<file path="src/rtl/mano_seq_alu.sv">
// Multi-cycle Basic Computer ALU: single-cycle AC/DR/INPR/E ops, multi-step
// circulate through E, serial shift-add multiply, with start/busy/done handshake.
module mano_seq_alu #(
  parameter int WIDTH  = 16,
  parameter int INPR_W = 8,
  parameter int SH_W   = 4
) (
  input  logic              clk,
  input  logic              rst,
  input  logic              start,
  input  logic [3:0]        opcode,
  input  logic [WIDTH-1:0]  ac,
  input  logic [WIDTH-1:0]  dr,
  input  logic [INPR_W-1:0] inpr,
  input  logic              ei,
  input  logic [SH_W-1:0]   shamt,
  output logic [WIDTH-1:0]  res,
  output logic              eo,
  output logic              busy,
  output logic              done,
  output logic              err
);

  localparam logic [3:0] OP_NOP  = 4'd0;
  localparam logic [3:0] OP_AND  = 4'd1;
  localparam logic [3:0] OP_ADD  = 4'd2;
  localparam logic [3:0] OP_LDDR = 4'd3;
  localparam logic [3:0] OP_LDIN = 4'd4;
  localparam logic [3:0] OP_CMA  = 4'd5;
  localparam logic [3:0] OP_CIR  = 4'd6;
  localparam logic [3:0] OP_CIL  = 4'd7;
  localparam logic [3:0] OP_MUL  = 4'd8;
  localparam logic [3:0] OP_INC  = 4'd9;

  // Counter must hold either the circulate count or WIDTH-1 multiply steps.
  localparam int CNT_W = ((SH_W > $clog2(WIDTH)) ? SH_W : $clog2(WIDTH)) + 1;

  typedef enum logic [1:0] {IDLE, RUN, FINISH} state_t;

  state_t               state, state_nx;
  logic [3:0]           op_q;
  logic [WIDTH:0]       ring;      // {E, AC} circulate ring
  logic [WIDTH:0]       ring_nx;
  logic [2*WIDTH-1:0]   acc;       // partial product
  logic [2*WIDTH-1:0]   acc_nx;
  logic [2*WIDTH-1:0]   mcand;     // multiplicand, pre-shifted to current bit weight
  logic [WIDTH-1:0]     mplier;    // remaining multiplier bits, LSB is next
  logic [CNT_W-1:0]     cnt;
  logic                 last;
  logic                 accept;
  logic                 multi;
  logic [WIDTH-1:0]     one_res;
  logic                 one_eo;
  logic                 one_err;

  // One rotate-right step of the {E,AC} ring: E'=AC[0], AC'={E,AC[W-1:1]}.
  function automatic logic [WIDTH:0] cir_step(input logic [WIDTH:0] r);
    return {r[0], r[WIDTH:1]};
  endfunction

  // One rotate-left step of the {E,AC} ring: E'=AC[W-1], AC'={AC[W-2:0],E}.
  function automatic logic [WIDTH:0] cil_step(input logic [WIDTH:0] r);
    return {r[WIDTH-1:0], r[WIDTH]};
  endfunction

  assign accept = (state == IDLE) && start;
  assign last   = (cnt == CNT_W'(1));
  assign busy   = (state != IDLE);
  assign done   = (state == FINISH);

  // Accept-edge result: full result for single-cycle ops, first step for CIR/CIL.
  always_comb begin
    one_res = res;
    one_eo  = eo;
    one_err = 1'b0;
    multi   = 1'b0;
    case (opcode)
      OP_NOP:  ;
      OP_AND:  begin one_res = ac & dr; one_eo = 1'b0; end
      OP_ADD:  {one_eo, one_res} = {1'b0, ac} + {1'b0, dr};
      OP_LDDR: begin one_res = dr; one_eo = 1'b0; end
      OP_LDIN: begin one_res = WIDTH'(inpr); one_eo = 1'b0; end
      OP_CMA:  begin one_res = ~ac; one_eo = 1'b0; end
      OP_CIR: begin
        {one_eo, one_res} = (shamt == '0) ? {ei, ac} : cir_step({ei, ac});
        multi = (shamt > SH_W'(1));
      end
      OP_CIL: begin
        {one_eo, one_res} = (shamt == '0) ? {ei, ac} : cil_step({ei, ac});
        multi = (shamt > SH_W'(1));
      end
      OP_MUL: begin
        // Only used directly when WIDTH==1, where the product is a single AND.
        one_res = ac & dr;
        one_eo  = 1'b0;
        multi   = (WIDTH > 1);
      end
      OP_INC:  {one_eo, one_res} = {1'b0, ac} + {{WIDTH{1'b0}}, 1'b1};
      default: one_err = 1'b1;
    endcase
  end

  // Iteration step for the op in flight.
  always_comb begin
    ring_nx = (op_q == OP_CIL) ? cil_step(ring) : cir_step(ring);
    acc_nx  = acc + (mplier[0] ? mcand : '0);
  end

  // Next-state logic.
  always_comb begin
    state_nx = state;
    case (state)
      IDLE:    if (start) state_nx = multi ? RUN : FINISH;
      RUN:     if (last) state_nx = FINISH;
      FINISH:  state_nx = IDLE;
      default: state_nx = IDLE;
    endcase
  end

  // State register.
  always_ff @(posedge clk) begin
    if (rst) state <= IDLE;
    else     state <= state_nx;
  end

  // Operand capture, iteration and result registers.
  always_ff @(posedge clk) begin
    if (rst) begin
      res <= '0;
      eo  <= 1'b0;
      err <= 1'b0;
      cnt <= '0;
    end else if (accept) begin
      op_q   <= opcode;
      ring   <= {one_eo, one_res};
      acc    <= dr[0] ? {{WIDTH{1'b0}}, ac} : '0;
      mcand  <= {{WIDTH{1'b0}}, ac} << 1;
      mplier <= dr >> 1;
      cnt    <= (opcode == OP_MUL) ? CNT_W'(WIDTH - 1) : (CNT_W'(shamt) - CNT_W'(1));
      if (!multi) begin
        res <= one_res;
        eo  <= one_eo;
        err <= one_err;
      end
    end else if (state == RUN) begin
      ring   <= ring_nx;
      acc    <= acc_nx;
      mcand  <= mcand << 1;
      mplier <= mplier >> 1;
      cnt    <= cnt - CNT_W'(1);
      if (last) begin
        if (op_q == OP_MUL) begin
          res <= acc_nx[WIDTH-1:0];
          eo  <= |acc_nx[2*WIDTH-1:WIDTH];
        end else begin
          res <= ring_nx[WIDTH-1:0];
          eo  <= ring_nx[WIDTH];
        end
        err <= 1'b0;
      end
    end
  end

endmodule

</file>
<file path="config.mk">
export PLATFORM = sky130hd
export DESIGN_NAME = mano_seq_alu
export DESIGN_NICKNAME = d
export VERILOG_FILES = /design/src/rtl/mano_seq_alu.sv
export SDC_FILE = /design/constraint.sdc
export NUM_CORES = 1
export LEC_CHECK = 0
export CORE_ASPECT_RATIO = 1.4
export CORE_UTILIZATION = 33
export CTS_CLUSTER_SIZE = 10
export DETAILED_ROUTE_END_ITERATION = 16
export SLEW_MARGIN = 20
export SYNTH_ARGS = -nofsm -noshare
export SYNTH_HDL_FRONTEND = slang
export SYNTH_SLANG_ARGS = --single-unit
</file>
<file path="constraint.sdc">
create_clock -name clk -period 4.8 [get_ports clk]
set_input_delay 0.96 -clock clk [delete_from_list [all_inputs] [get_ports clk]]
set_output_delay 0.96 -clock clk [all_outputs]
set_load 0.05 [all_outputs]
</file>
## After elaboration in Yosys (flattened, before gate mapping)

Index checks and enable logic that the tools add are counted.

| operators by class | value |
|---|---|
| $add $sub $neg | 5 |
| order comparisons | 1 |
| equality and inequality tests | 17 |
| mux-type cells | 38 |
| bitwise logic cells | 3 |
| reductions and logical operators | 16 |

Operators by type and width:

| cell | count |
|---|---|
| 32-bit 2-to-1 mux | 4 |
| 16-bit case mux with 8 select lines | 1 |
| 17-bit 2-to-1 mux | 6 |
| 16-bit 2-to-1 mux | 6 |
| 32-bit adder | 1 |
| 15-bit 2-to-1 mux | 2 |
| 4-bit by 3-bit equality test with 1-bit output (second input constant) | 5 |
| 16-bit by 1-bit adder with 17-bit output (second input constant) | 1 |
| 16-bit by 16-bit adder with 17-bit output | 1 |
| 16-bit AND | 1 |
| 16-bit NOT | 1 |
| 16-bit OR reduction | 1 |
| 5-bit 2-to-1 mux | 3 |
| 4-bit equality test (second input constant) | 3 |
| 1-bit 2-to-1 mux | 10 |
| 10-bit OR reduction | 1 |
| 4-bit by 2-bit equality test with 1-bit output (second input constant) | 2 |
| 4-bit zero test | 2 |
| 2-bit 2-to-1 mux | 3 |
| 2-bit != test (second input constant) | 3 |
| 2-bit AND reduction | 3 |
| 2-bit nonzero test | 3 |
| 5-bit by 1-bit equality test with 1-bit output (second input constant) | 1 |
| 1-bit case mux with 5 select lines | 1 |
| other kinds (14) | 15 |

| word-level totals | value |
|---|---|
| register bits | 124 |
| input bits | 52 |
| word-level logic and storage cells | 91 |

## Depth between registers and ports, before layout

| depth | value |
|---|---|
| word-level depth | 7 |
| mapped depth | 15 |
| gate-level depth less buffers | 13 |

## Least setup slack after synthesis

OpenSTA, ideal clock, no wires.

| timing path | value |
|---|---|
| path kind | input to register |
| start point | input rst |
| end point | register cnt[2] |
| setup time | 0.081 ns |
| data arrival time | 3.892 ns |
| path slack | 0.826 ns |
| stages | 6 |
| path through | or3_1 inv_1 o21ai_0 nor2_1 o21ai_0 o21ai_0 |

RTL lines:

| what | line | RTL |
|---|---|---|
| start, declared | 9 | `input logic rst,` |
| end signal, assigned | 139 | `cnt <= (opcode == OP_MUL) ? CNT_W'(WIDTH - 1) : (CNT_W'(shamt) - CNT_W'(1));` |
| end signal, assigned | 150 | `cnt <= cnt - CNT_W'(1);` |
| end, declared | 48 | `logic [CNT_W-1:0] cnt;` |

## Final worst setup path

| timing path | value |
|---|---|
| start point | input dr[0] |
| end point | register eo |

| between the ends | value |
|---|---|
| longest elaborated chain between the ends | 4 |

Ends and longest elaborated chain:

| what | line | RTL |
|---|---|---|
| start, declared | 13 | `input logic [WIDTH-1:0] dr,` |
| 16-bit by 16-bit adder with 17-bit output | 80 | `OP_ADD: {one_eo, one_res} = {1'b0, ac} + {1'b0, dr};` |
| 1-bit case mux with 5 select lines | 77 | `case (opcode)` |
| 1-bit 2-to-1 mux | 140 | `if (!multi) begin` |
| 1-bit 2-to-1 mux | 133 | `end else if (accept) begin` |
| end signal, assigned | 142 | `eo <= one_eo;` |
| end signal, assigned | 154 | `eo <= \|acc_nx[2*WIDTH-1:WIDTH];` |
| end signal, assigned | 157 | `eo <= ring_nx[WIDTH];` |
| end, declared | 18 | `output logic eo,` |

Every way passes these cells. The select of a mux whose other input is x is not followed.
A chain may end at the register's enable or synchronous reset.

==> summary.md <==
| Metric | Value |
|---|---|
| Remaining number of nets flagged by the antenna check after routing | 0 |
| Weighted congestion reported at the end of routability-driven placement | 0.917 |
| Top area cells in the synthesized netlist | sky130_fd_sc_hd__edfxtp_1 (31%), sky130_fd_sc_hd__nand2_1 (7.4%), sky130_fd_sc_hd__ha_1 (6.6%), sky130_fd_sc_hd__dfxtp_1 (5.1%), sky130_fd_sc_hd__mux2i_1 (3.8%) |
| Pin count of the biggest net entering global routing | 74 |
| Syn nets | 1262 |
| Area growth syn-to-layout | 18.2% |
| Tightest Pin Transition | 0.831 ns |
| Chip Width | 147 um |
| Area share of the leading cell type in the synthesized netlist | 0.306 |
| Number of cells produced by synthesis | 1157 |
| Maximum clock rate | 243 MHz |
| Final routed wire length divided by cell count | 19.1 um |
| Top_reg_cell synth | sky130_fd_sc_hd__edfxtp_1 |
| DIE HEIGHT | 205 um |
| Cell with the most instances after synthesis | sky130_fd_sc_hd__nand2_1 |
| Number of inserted filler cells in the final layout | 3007 |
| Hold-fix buffer count after cts | 0 |
| # setup viols final | 0 |
| Delay-heaviest family, CP | compound AO/OA/AOI/OAI gates |
| Number of slew-limit violations in the final report | 0 |
| Cell type with the largest total area after synthesis | sky130_fd_sc_hd__edfxtp_1 |
| # H-tree levels | 4 |
| Post-route clock skew | 0.00841 ns |
| Count of unresolved DRC violations after routing | 0 |
| Yosys synthesis warning count | 0 |
| Headroom to the max-slew limit | 0.446 |
| Max VDD drop | 0.000257 V |
| Detailed Route Iter0 Violations | 723 |
| Min-Delay Path Class | reg -> reg |
| Slowest Stage Delay on Critical Path | 0.48 ns |
| Total of cells resized after clock tree synthesis | 0 |
| Die footprint | 30200 um^2 |
| Total power density per cell area | 319 nW/um^2 |
| Initial antenna violation count | 0 |
| Critical path data required time | 5.10 ns |
| Number of distinct library cells after synthesis | 71 |
| Global-route wire length before repair | 48.5 mm |
| Buf/Inv on CP | 1 |
| Floorplan core area | 29100 um^2 |
| Via total after detailed routing | 8955 |
| Critical path class | in -> reg |
| Share of layout cells above drive strength 1 | 0.0673 |
| Routed Wire Length | 30.5 mm |
| Capturing element type of the critical path | flip-flop |
| Setup repair after global routing missed its margin | false |
| Leakage component of the power | 0.00447 uW |
| Synth async-reset ratio | 0 |
| Post-synth EDFFs | 99 |
| PortBufs | 71 |
| Number of CTS-inserted buffers | 17 |
| Post-CTS clock slew at the launch and capture registers of the worst setup and hold paths | 0.07 ns |
| Critical Path Start Type | primary input |
| Worst path slowest cell | sky130_fd_sc_hd__a41oi_1 |
| Clock sink count | 124 |
| Multi-input gate area in the final layout | 5870 um^2 |
| Critical Path AT | 4.41 ns |
| Most frequent cells after synthesis | sky130_fd_sc_hd__nand2_1 (191), sky130_fd_sc_hd__edfxtp_1 (99), sky130_fd_sc_hd__nor2_1 (74), sky130_fd_sc_hd__o21ai_0 (74), sky130_fd_sc_hd__a21oi_1 (69) |
| Total number of nets in the final design | 1310 |
| Row Count | 74 |
| Crit path cell chain | clkdlybuf4s50_1, ha_1, fa_1, a211oi_1, o21ai_1, a41oi_1, o221a_2, o211ai_1, a31oi_1, o22ai_1, a2111oi_2, a21oi_1 |
| Final critical-path required period | 4.11 ns |
| Tcrit/Tclk final | 0.856 |
| Latest clock arrival within the worst-skew pair | 0.43 ns |
| Vias per cell | 5.60 |
| Diodes inserted | 0 |
| Maximum buffer depth of the clock tree | 2 |
| Initial standard-cell utilization of the core | 0.335 |
| Portion of the post-synthesis area used by sequential elements | 0.357 |
| Avg Synthesized Cell Area | 8.41 um^2 |
| Max Cap Violations | 0 |
| Clock tree root buffer cell | sky130_fd_sc_hd__clkbuf_16 |
| Crit-path max FO | 4 |
| Aggregate global routing overflow | 0 |
| Total negative slack for setup checks | 0 ns |
| FF/Latch Area | 3470 um^2 |
| Router iterations before antenna repair | 5 |
| Post-CTS Setup Repair Bufs | 0 |
| TritonCTS clock tree | built |
| Overall global routing resource usage | 0.207 |
| Post-layout util | 0.395 |
| Outcome | complete, no violations |
| DP HPWL | 22.6 mm |
| Boundary pin count | 72 |
| Via count of the first global-routing pass | 8836 |
| Number of flip-flops and latches in the synthesized netlist | 124 |
| Number of hold violations in the final report | 0 |
| Synthesized cell area | 9730 um^2 |
-- layout by cell type, fill, tap and decap left out, drive strengths merged, types with 23 or more instances in the layout --
cell / Yosys / final
o211ai: 34 / 34
dfxtp: 25 / 25
buf: 13 / 36
edfxtp: 99 / 99
and2: 56 / 56
nand2: 191 / 191
nor3: 23 / 23
xnor2: 29 / 29
o21ai: 80 / 80
a21oi: 69 / 69
ha: 51 / 51
nand3: 45 / 45
inv: 24 / 29
mux2i: 37 / 37
nor2: 74 / 74
clkdlybuf4s50: 0 / 71
-- sequential cells by signal (all words and copies together) (netlist names), 2 cells and up --
signal,flops
acc,32
cnt,5
mcand,31
mplier,15
op_q,4
res,16
ring,17
state,2
-- stage by stage --
step | power (uW) | instances | worst slack (ns) | area [um^2] | hold slack (ns)
2_1_floorplan | 2040 | 1157 | 0.826 | 9730 | 0.450
3_3_place_gp | 2350 | 1566 | 0.313 | 10900 | 0.466
3_5_place_dp | 2360 | 1566 | 0.255 | 10900 | 0.480
4_1_cts | 3680 | 1598 | 0.695 | 11500 | 0.495
5_1_grt | 3830 | 1598 | 0.445 | 11500 | 0.539
6_report | 3660 | 1598 | 0.692 | 11500 | 0.489
-- where the power goes --
group          total (uW)  internal (uW)  switching (uW)
Clock                1320            772             546
Sequential           1330           1280            54.4
Combinational        1010            387             627
-- path summary, 6_finish.rpt --
path / start / slack [ns] / cells past startpoint / to
setup / recovery: dr[0] / 0.69 / 12 / eo
hold / removal: cnt[1] / 0.49 / 1 / cnt[1]
setup reg to reg: mplier[0] / 1.12 / 12 / eo
hold reg to reg: cnt[1] / 0.49 / 1 / cnt[1]
-- routing by layer --
metal	part of all wire	global-route usage	vias up
met5	0	0	-
li1	-	-	4373
met4	0.027	0.0747	0
met2	0.53	0.387	282
met1	0.40	0.237	4251
met3	0.044	0.0274	49
-- layout make-up --
type | count | area share
Inverter | 24 | 0.00805
Timing Repair Buffer | 107 | 0.0864
Clock inverter | 15 | 0.0141
Clock buffer | 17 | 0.0370
Multi-Input combinational cell | 931 | 0.511
Tap cell | 380 | 0.0414
Sequential cell | 124 | 0.302
-- worst register-to-register path, delay by kind of cell, from the launching register on --
family / cells / cell delay, ns
AOI/OAI and AO/OA: 5 / 0.96
and+or+nand+nor: 4 / 1.15
adders and majority gates: 1 / 0.53
DFF: 1 / 0.39
muxes: 1 / 0.27
buffers and inverters: 1 / 0.24
-- cell families after synthesis --
group,Yosys count,synth area share
compound gates,318,0.214
xor+xnor,49,0.0441
fa+ha+maj,53,0.0697
buf+inv,102,0.0413
flops,124,0.357
mux,39,0.0408
simple gates,472,0.233
Power figures use the tool's default switching activity.
